<file path="src/rtl/strokie_issue_ctrl.sv">
// Issue/collect controller for strokie_alu: accepts one op, holds operands through a
// settle window, waits for ALU ready or a timeout, then hands the result downstream.
module strokie_issue_ctrl #(
   parameter int SETTLE_CYC = 2,
   parameter int TIMEOUT    = 16,
   parameter int ERRW       = 8
) (
   input  logic            clk,
   input  logic            rst,
   input  logic            in_valid,
   output logic            in_ready,
   input  logic [31:0]     in_a,
   input  logic [31:0]     in_b,
   input  logic [1:0]      in_op,
   input  logic            in_mode_fp,
   output logic [31:0]     alu_a,
   output logic [31:0]     alu_b,
   output logic [1:0]      alu_op,
   output logic            alu_mode_fp,
   input  logic [31:0]     alu_q,
   input  logic            alu_ready,
   output logic            out_valid,
   input  logic            out_ready,
   output logic [31:0]     out_q,
   output logic            out_err,
   output logic            busy,
   output logic [ERRW-1:0] err_count
);

   typedef enum logic [1:0] {S_IDLE, S_SETTLE, S_WAIT, S_DONE} state_t;

   localparam int CNT_MAX = (SETTLE_CYC > TIMEOUT) ? SETTLE_CYC : TIMEOUT;
   localparam int CW      = (CNT_MAX > 1) ? $clog2(CNT_MAX) : 1;
   localparam logic [CW-1:0]   SETTLE_LAST = CW'(SETTLE_CYC - 1);
   localparam logic [CW-1:0]   WAIT_LAST   = CW'(TIMEOUT - 1);
   localparam logic [ERRW-1:0] ERR_MAX     = {ERRW{1'b1}};

   // FP16 values travel in the ALU's upper halfword.
   function automatic logic [31:0] pack_operand(input logic mode_fp, input logic [31:0] x);
      return mode_fp ? x : {x[15:0], 16'h0000};
   endfunction

   function automatic logic [31:0] unpack_result(input logic mode_fp, input logic [31:0] q);
      return mode_fp ? q : {16'h0000, q[31:16]};
   endfunction

   state_t          state_q, state_d;
   logic [CW-1:0]   cnt_q, cnt_d;
   logic [31:0]     alu_a_q, alu_a_d, alu_b_q, alu_b_d;
   logic [1:0]      alu_op_q, alu_op_d;
   logic            alu_mode_q, alu_mode_d;
   logic [31:0]     out_q_q, out_q_d;
   logic            out_err_q, out_err_d;
   logic            out_valid_q, out_valid_d;
   logic [ERRW-1:0] err_count_q, err_count_d;

   always_comb begin
      state_d     = state_q;
      cnt_d       = cnt_q;
      alu_a_d     = alu_a_q;
      alu_b_d     = alu_b_q;
      alu_op_d    = alu_op_q;
      alu_mode_d  = alu_mode_q;
      out_q_d     = out_q_q;
      out_err_d   = out_err_q;
      out_valid_d = out_valid_q;
      err_count_d = err_count_q;
      case (state_q)
         S_IDLE: begin
            if (in_valid) begin
               alu_a_d    = pack_operand(in_mode_fp, in_a);
               alu_b_d    = pack_operand(in_mode_fp, in_b);
               alu_op_d   = in_op;
               alu_mode_d = in_mode_fp;
               cnt_d      = '0;
               state_d    = S_SETTLE;
            end
         end
         S_SETTLE: begin
            if (cnt_q == SETTLE_LAST) begin
               cnt_d   = '0;
               state_d = S_WAIT;
            end else begin
               cnt_d = cnt_q + CW'(1);
            end
         end
         S_WAIT: begin
            // A ready seen on the timeout edge still counts as a clean completion.
            if (alu_ready) begin
               out_q_d     = unpack_result(alu_mode_q, alu_q);
               out_err_d   = 1'b0;
               out_valid_d = 1'b1;
               state_d     = S_DONE;
            end else if (cnt_q == WAIT_LAST) begin
               out_q_d     = unpack_result(alu_mode_q, alu_q);
               out_err_d   = 1'b1;
               out_valid_d = 1'b1;
               if (err_count_q != ERR_MAX) err_count_d = err_count_q + ERRW'(1);
               state_d     = S_DONE;
            end else begin
               cnt_d = cnt_q + CW'(1);
            end
         end
         S_DONE: begin
            if (out_ready) begin
               out_valid_d = 1'b0;
               state_d     = S_IDLE;
            end
         end
         default: state_d = S_IDLE;
      endcase
   end

   always_ff @(posedge clk or posedge rst) begin
      if (rst) begin
         state_q     <= S_IDLE;
         cnt_q       <= '0;
         alu_a_q     <= '0;
         alu_b_q     <= '0;
         alu_op_q    <= '0;
         alu_mode_q  <= 1'b0;
         out_q_q     <= '0;
         out_err_q   <= 1'b0;
         out_valid_q <= 1'b0;
         err_count_q <= '0;
      end else begin
         state_q     <= state_d;
         cnt_q       <= cnt_d;
         alu_a_q     <= alu_a_d;
         alu_b_q     <= alu_b_d;
         alu_op_q    <= alu_op_d;
         alu_mode_q  <= alu_mode_d;
         out_q_q     <= out_q_d;
         out_err_q   <= out_err_d;
         out_valid_q <= out_valid_d;
         err_count_q <= err_count_d;
      end
   end

   assign in_ready    = (state_q == S_IDLE) && !rst;
   assign busy        = (state_q != S_IDLE);
   assign alu_a       = alu_a_q;
   assign alu_b       = alu_b_q;
   assign alu_op      = alu_op_q;
   assign alu_mode_fp = alu_mode_q;
   assign out_q       = out_q_q;
   assign out_err     = out_err_q;
   assign out_valid   = out_valid_q;
   assign err_count   = err_count_q;

endmodule

</file>
<file path="config.mk">
export PLATFORM = sky130hd
export DESIGN_NAME = strokie_issue_ctrl
export DESIGN_NICKNAME = d
export VERILOG_FILES = /design/src/rtl/strokie_issue_ctrl.sv
export SDC_FILE = /design/constraint.sdc
export NUM_CORES = 1
export LEC_CHECK = 0
export ABC_AREA = 1
export ABC_CLOCK_PERIOD_IN_PS = 6200
export BUFFER_PORTS_ARGS = -buffer_cell sky130_fd_sc_hd__buf_2
export CORE_MARGIN = 2
export CORE_UTILIZATION = 52
export DETAILED_ROUTE_END_ITERATION = 12
export PLACE_DENSITY = 0.86
export SETUP_SLACK_MARGIN = 0.15
export SLEW_MARGIN = 25
export SYNTH_ARGS = -nofsm -noshare
export SYNTH_HDL_FRONTEND = slang
export SYNTH_SLANG_ARGS = --single-unit
</file>
<file path="constraint.sdc">
create_clock -name clk -period 6.2 [get_ports clk]
set_input_delay 1.24 -clock clk [delete_from_list [all_inputs] [get_ports clk]]
set_output_delay 1.24 -clock clk [all_outputs]
set_load 0.01 [all_outputs]
</file>
==> impl_metrics.json, run 1 <==
{
  "status": "completed",
  "postLayoutCellArea_sq_um": 6940,
  "die_x_microns": 104,
  "synth.avg_cell_area_sq_um": 8.30,
  "cp_top_family": "simple AND/OR/NAND/NOR gates",
  "antenna_found_initial": 0,
  "grt-ovfl-total": 0,
  "core-area_sq_um": 9730,
  "slowest_stage": "inv_2",
  "crit_cells": 5,
  "cts_buffers": 17,
  "crit_chain": "buf_2 -> nand2_2 -> inv_2 -> nand2_1 -> o21ai_0",
  "fin_nets": 937,
  "gp_congestion": 0.823,
  "via_per_inst": 5.03,
  "io_buffer_count": 214,
  "critPathRequiredTime_ns": 6.59,
  "synth_seq_area_share_pct": 55.7,
  "setup_violations": 0,
  "cp_max_fo": 68,
  "clk_path_buf_depth": 2,
  "numClockSinks": 115,
  "grtUsageTotal_pct": 25.5,
  "wire_per_inst_microns": 13.6,
  "ios": 215,
  "crit_arrival_ns": 3.82,
  "drive_gt1_share_pct": 30.5,
  "tritoncts": "yes",
  "postPlaceCellArea_sq_um": 6280,
  "p_per_area_nw_per_um2": 502,
  "grt_pass1_vias": 4513,
  "cts_resized": 0,
  "cts_hold_buf": 0,
  "synth.net_count": 734,
  "setup_tns_ns": 0,
  "synth_cells": 623,
  "ir_drop_uv": 258,
  "die_h_microns": 104,
  "grt_max_degree": 70,
  "slew_violations": 0,
  "crit_buf_inv": 2,
  "n_fill_cell": 791,
  "start_util_pct": 53.1,
  "drt_iter0_drc": 320,
  "fmax_mhz": 291,
  "clock_latency_ns": 0.50,
  "htree_levels": 4,
  "period_needed_ns": 3.44,
  "hold_viol": 0,
  "rsz0062_at_grt": "no",
  "hold_path_depth": 2,
  "end_kind": "flop",
  "die_area_sq_um": 10800,
  "r2r_cells": 6,
  "ant_nets": 0,
  "clk_root_buffer_cell": "clkbuf_8",
  "p_leak_nw": 3.78,
  "timing.final.crit_share_pct": 55.5,
  "rows": 36,
  "yosys_warnings": 0,
  "num_antenna_cells": 0,
  "cts_setup_buffers": 0,
  "slowest_delay_ns": 0.86,
  "hp-class": "flop to flop",
  "dr.pass1.iters": 5,
  "syn2layout_area_growth_pct": 34.2,
  "syn_area_sq_um": 5170,
  "totalWireLength_microns": 13200,
  "clk_pin_slew_ns": 0.06,
  "critPathKind": "primary input to flop",
  "drc_errors": 0,
  "final.setup_skew_ns": 0.00677,
  "worstMarginPinSlew_ns": 0.949,
  "yosysUniqueCellTypes": 25,
  "post-dp-hpwl_microns": 9290,
  "grt_pass1_wl_microns": 22000,
  "synth-seq-cells": 115,
  "critPathLaunchType": "primary input",
  "vias": 4887,
  "cap_violations": 0,
  "slew_headroom_pct": 36.7
}
## sequential cells by signal (all words and copies together) (netlist names)
name	count
out_err	1
out_valid	1
alu_a	32
alu_mode_fp	1
state_q	2
err_count	8
alu_b	32
alu_op	2
cnt_q	4
out_q	32
## cells in the mapped netlist (all sizes together)
master	instances	area (sq um)
nor2	93	357
buf	17	91.3
xor2	2	17.5
inv	55	206
a21oi	34	170
or2	2	12.5
o21ai	70	350
nand2	145	559
ha	7	87.6
xnor2	2	17.5
nand4	3	25.0
nand3b	3	22.5
clkbuf	16	60.1
clkinv	2	8.75
a31oi	16	100
nand3	41	205
dfrtp	115	2880
## stage by stage
step	cells	util (%)	power (W)	hold slack [ns]	setup slack, ns
after CTS	972	71.3	0.00352	0.482	2.73
after detailed placement	940	64.5	0.00242	0.468	2.14
after global placement	940	64.5	0.00238	0.461	2.23
final	972	71.3	0.00349	0.479	2.76
after global routing	972	71.3	0.00373	0.514	2.45
after floorplan	623	-	0.00194	0.515	1.92
## cell type report
cell class                      instances  area (sq um)  area share, %
Sequential cell                       115          2880           41.5
Clock buffer                           23           457           6.58
Inverter                               57           218           3.14
Multi-Input combinational cell        418          1920           27.7
Timing Repair Buffer                  217          1090           15.8
Tap cell                              133           166           2.40
Clock inverter                          9           200           2.89
## final timing paths
path | startpoint | to | slack, ns
worst max register to register | state_q[0] | alu_b[13] | 2.87
worst min register to register | alu_b[9] | alu_b[9] | 0.48
worst min-delay path | alu_b[9] | alu_b[9] | 0.48
min in group asynchronous | rst | state_q[1] | 0.93
max in group asynchronous | rst | alu_b[13] | 4.19
worst max-delay path | in_valid | alu_b[13] | 2.76
## cell families after synthesis
family,after synthesis,synth area share (%)
adder cells (fa/ha/maj),7,1.69
buffers and inverters,90,7.09
flip-flops,115,55.7
XOR/XNOR,4,0.678
AND/OR/NAND/NOR,287,22.9
AO/OA/AOI/OAI,120,12.0
## worst min-delay path: stages (launching register included)
cell and delay (ns):
dfrtp_1 0.34, nand2_1 0.05, o21ai_0 0.06
## power breakdown
| group | total, W | switching (W) | internal [W] |
|---|---|---|---|
| combinational | 0.00118 | 0.000727 | 0.000454 |
| clock | 0.00108 | 0.000322 | 0.000755 |
| sequential | 0.00123 | 0.000169 | 0.00106 |
## layer usage
layer	up-vias	track usage (%)	routed length (microns)
met5	-	0	0
met4	0	8.98	251
met3	18	8.94	1160
met2	215	40.6	6210
met1	2247	32.5	5610
li1	2407	-	-
## cells in the final DEF (no fill, tap or decap)
cell and instances:
clkinvlp_4 2, xor2_1 2, xnor2_1 2, inv_2 1, nand4_2 1, nand2_2 3, clkinv_1 1, dfrtp_1 115
nand2_1 141, a31oi_1 16, clkbuf_8 3, nand4_1 2, o21ai_0 69, nand2_4 1, nand3b_1 3, a21oi_1 34
buf_4 3, clkinv_2 2, clkbuf_1 4, clkbuf_16 16, nor2_4 1, inv_1 53, inv_4 1, buf_2 214
o21ai_1 1, nand3_1 41, ha_1 7, or2_2 2, bufinv_16 6, nor2_1 92
Note: power is estimated with default switching activity, not from simulation.
==> inputs of run 2 (changes only) <==
ABC_CLOCK_PERIOD_IN_PS = 3400   (was 6200)
CORE_UTILIZATION = 48   (was 52)
PLACE_DENSITY = 0.8   (was 0.86)
clock period = 3.4 ns   (was 6.2 ns; I/O delays follow)
==> run 2 against run 1 <==
Against the previous run: highest routed layer unchanged; non-clock buffer count increased by 5; sequential cell count is the same; die area increased by 8.0%; sequential share of layout area is 0.14 points higher; combinational power increased by 84%; critical path depth is the same; largest power group unchanged; wire length is 6.1% higher.
==> impl_metrics.json, run 2 (synthesis results as in run 1) <==
{
  "final_cell_mix": "buf_2, nand2_1, dfrtp_1, nor2_1, o21ai_0",
  "rows": 37,
  "cts_hold_buf": 0,
  "dr.pass1.iters": 5,
  "clk_root_buffer_cell": "clkbuf_8",
  "die_area_sq_um": 11600,
  "slew_violations": 0,
  "grtUsageTotal_pct": 24.8,
  "p_clk_share_pct": 28.9,
  "cp_common_cell": "inv_1",
  "setup_slack_ns": 1.17,
  "drive_gt1_share_pct": 31.0,
  "grt_max_degree": 69,
  "ios": 215,
  "cts_resized": 0,
  "cts_buffers": 17,
  "power_frac_seq_pct": 36.3,
  "slowest_delay_ns": 0.41,
  "end_kind": "primary output",
  "use_met3_pct": 9.02,
  "via_per_inst": 5.09,
  "drc_errors": 0,
  "hold_viol": 0,
  "period_needed_ns": 2.23,
  "grt_pass1_wl_microns": 22400,
  "crit_chain": "inv_1 -> ha_1 -> inv_1 -> nor2_1 -> buf_2",
  "p_per_area_nw_per_um2": 899,
  "worstMarginPinSlew_ns": 0.938,
  "grt_busiest_layer": "met2",
  "final_common_cell": "buf_2",
  "io_buffer_count": 214,
  "rsz0062_at_grt": "no",
  "p_leak_nw": 3.77,
  "fin_nets": 942,
  "r2r_setup_slack_ns": 1.24,
  "combPwrFrac_pct": 34.8,
  "power_w": 0.00622,
  "slowest_stage": "dfrtp_1",
  "ant_nets": 0,
  "hp-class": "primary input to asynchronous set/reset pin",
  "antenna_found_initial": 0,
  "cp_max_fo": 4,
  "post-dp-hpwl_microns": 9930,
  "totalWireLength_microns": 14000,
  "critPathRequiredTime_ns": 2.72,
  "setup_tns_ns": 0,
  "clk_path_buf_depth": 2,
  "p_sw_w": 0.00226,
  "ir_drop_uv": 526,
  "cts_setup_buffers": 0,
  "num_antenna_cells": 0,
  "vias": 4969,
  "crit_arrival_ns": 1.55,
  "die_h_microns": 108,
  "status": "completed",
  "final.setup_skew_ns": 0.0103,
  "die_x_microns": 108,
  "grt_pass1_vias": 4782,
  "clk_pin_slew_ns": 0.06,
  "timing.final.crit_share_pct": 65.6,
  "tritoncts": "yes",
  "clock_latency_ns": 0.52,
  "place_ws_ns": 1.20,
  "grt_use_met1_pct": 29.4,
  "drt_iter0_drc": 383,
  "critPathKind": "flop to primary output",
  "syn2layout_area_growth_pct": 33.7,
  "crit_buf_inv": 3,
  "cap_violations": 0,
  "core-area_sq_um": 10400,
  "setup_violations": 0,
  "grt_util_met2_pct": 40.7,
  "numClockSinks": 115,
  "p_int_w": 0.00396,
  "wire_per_inst_microns": 14.4,
  "htree_levels": 4,
  "switching_share_pct": 36.3,
  "gp_congestion": 0.818,
  "grt-ovfl-total": 0,
  "critPathLaunchType": "flop",
  "cp_top_family": "flip-flops",
  "slew_headroom_pct": 37.3,
  "fmax_mhz": 448,
  "start_util_pct": 49.8
}
run 2: power groups by stage:
stage | Clock (W) | Sequential (W) | Combinational (W)
CTS | 0.00183 | 0.00225 | 0.00219
detailed placement | 0 | 0.00226 | 0.00218
floorplan | 0 | 0.00249 | 0.00105
global route | 0.00189 | 0.00231 | 0.00244
finish | 0.00180 | 0.00225 | 0.00217
global placement | 0 | 0.00223 | 0.00211
run 2: per-stage QoR:
step	hold slack, ns	instance area, sq um	instances	utilization [%]
floorplan	0.515	5170	623	-
global placement	0.462	6320	948	61.0
detailed placement	0.471	6320	948	61.0
CTS	0.337	6910	977	66.7
global route	0.363	6910	977	66.7
finish	0.357	6910	977	66.7
run 2: area by class of cell:
class	count	area, sq um
Timing Repair Buffer	222	1130
Tap cell	136	170
Sequential cell	115	2880
Inverter	57	219
Fill cell	856	3460
Multi-Input combinational cell	418	1920
Clock inverter	11	163
Clock buffer	18	428
run 2: layer usage:
layer	vias up	routed length, microns	part of all wire (%)
met1	2292	5590	40
met4	0	305	2.2
li1	2415	-	-
met2	239	6750	48
met5	-	0	0
met3	23	1390	9.9
run 2: path summary, 6_finish.rpt:
check / from / to / cells past startpoint
max in group asynchronous: rst / out_q[9] / 3
min in group clk: in_op[0] / alu_op[0] / 3
worst max-delay path: state_q[0] / in_ready / 5
worst min-delay path: rst / alu_a[8] / 3
worst min register to register: alu_a[8] / alu_a[8] / 2
worst max register to register: state_q[0] / out_q[15] / 8
run 2: tightest hold or removal path, cell delays in order:
cell	delay [ns]
buf_2	0.12
clkinvlp_4	0.06
buf_4	0.47
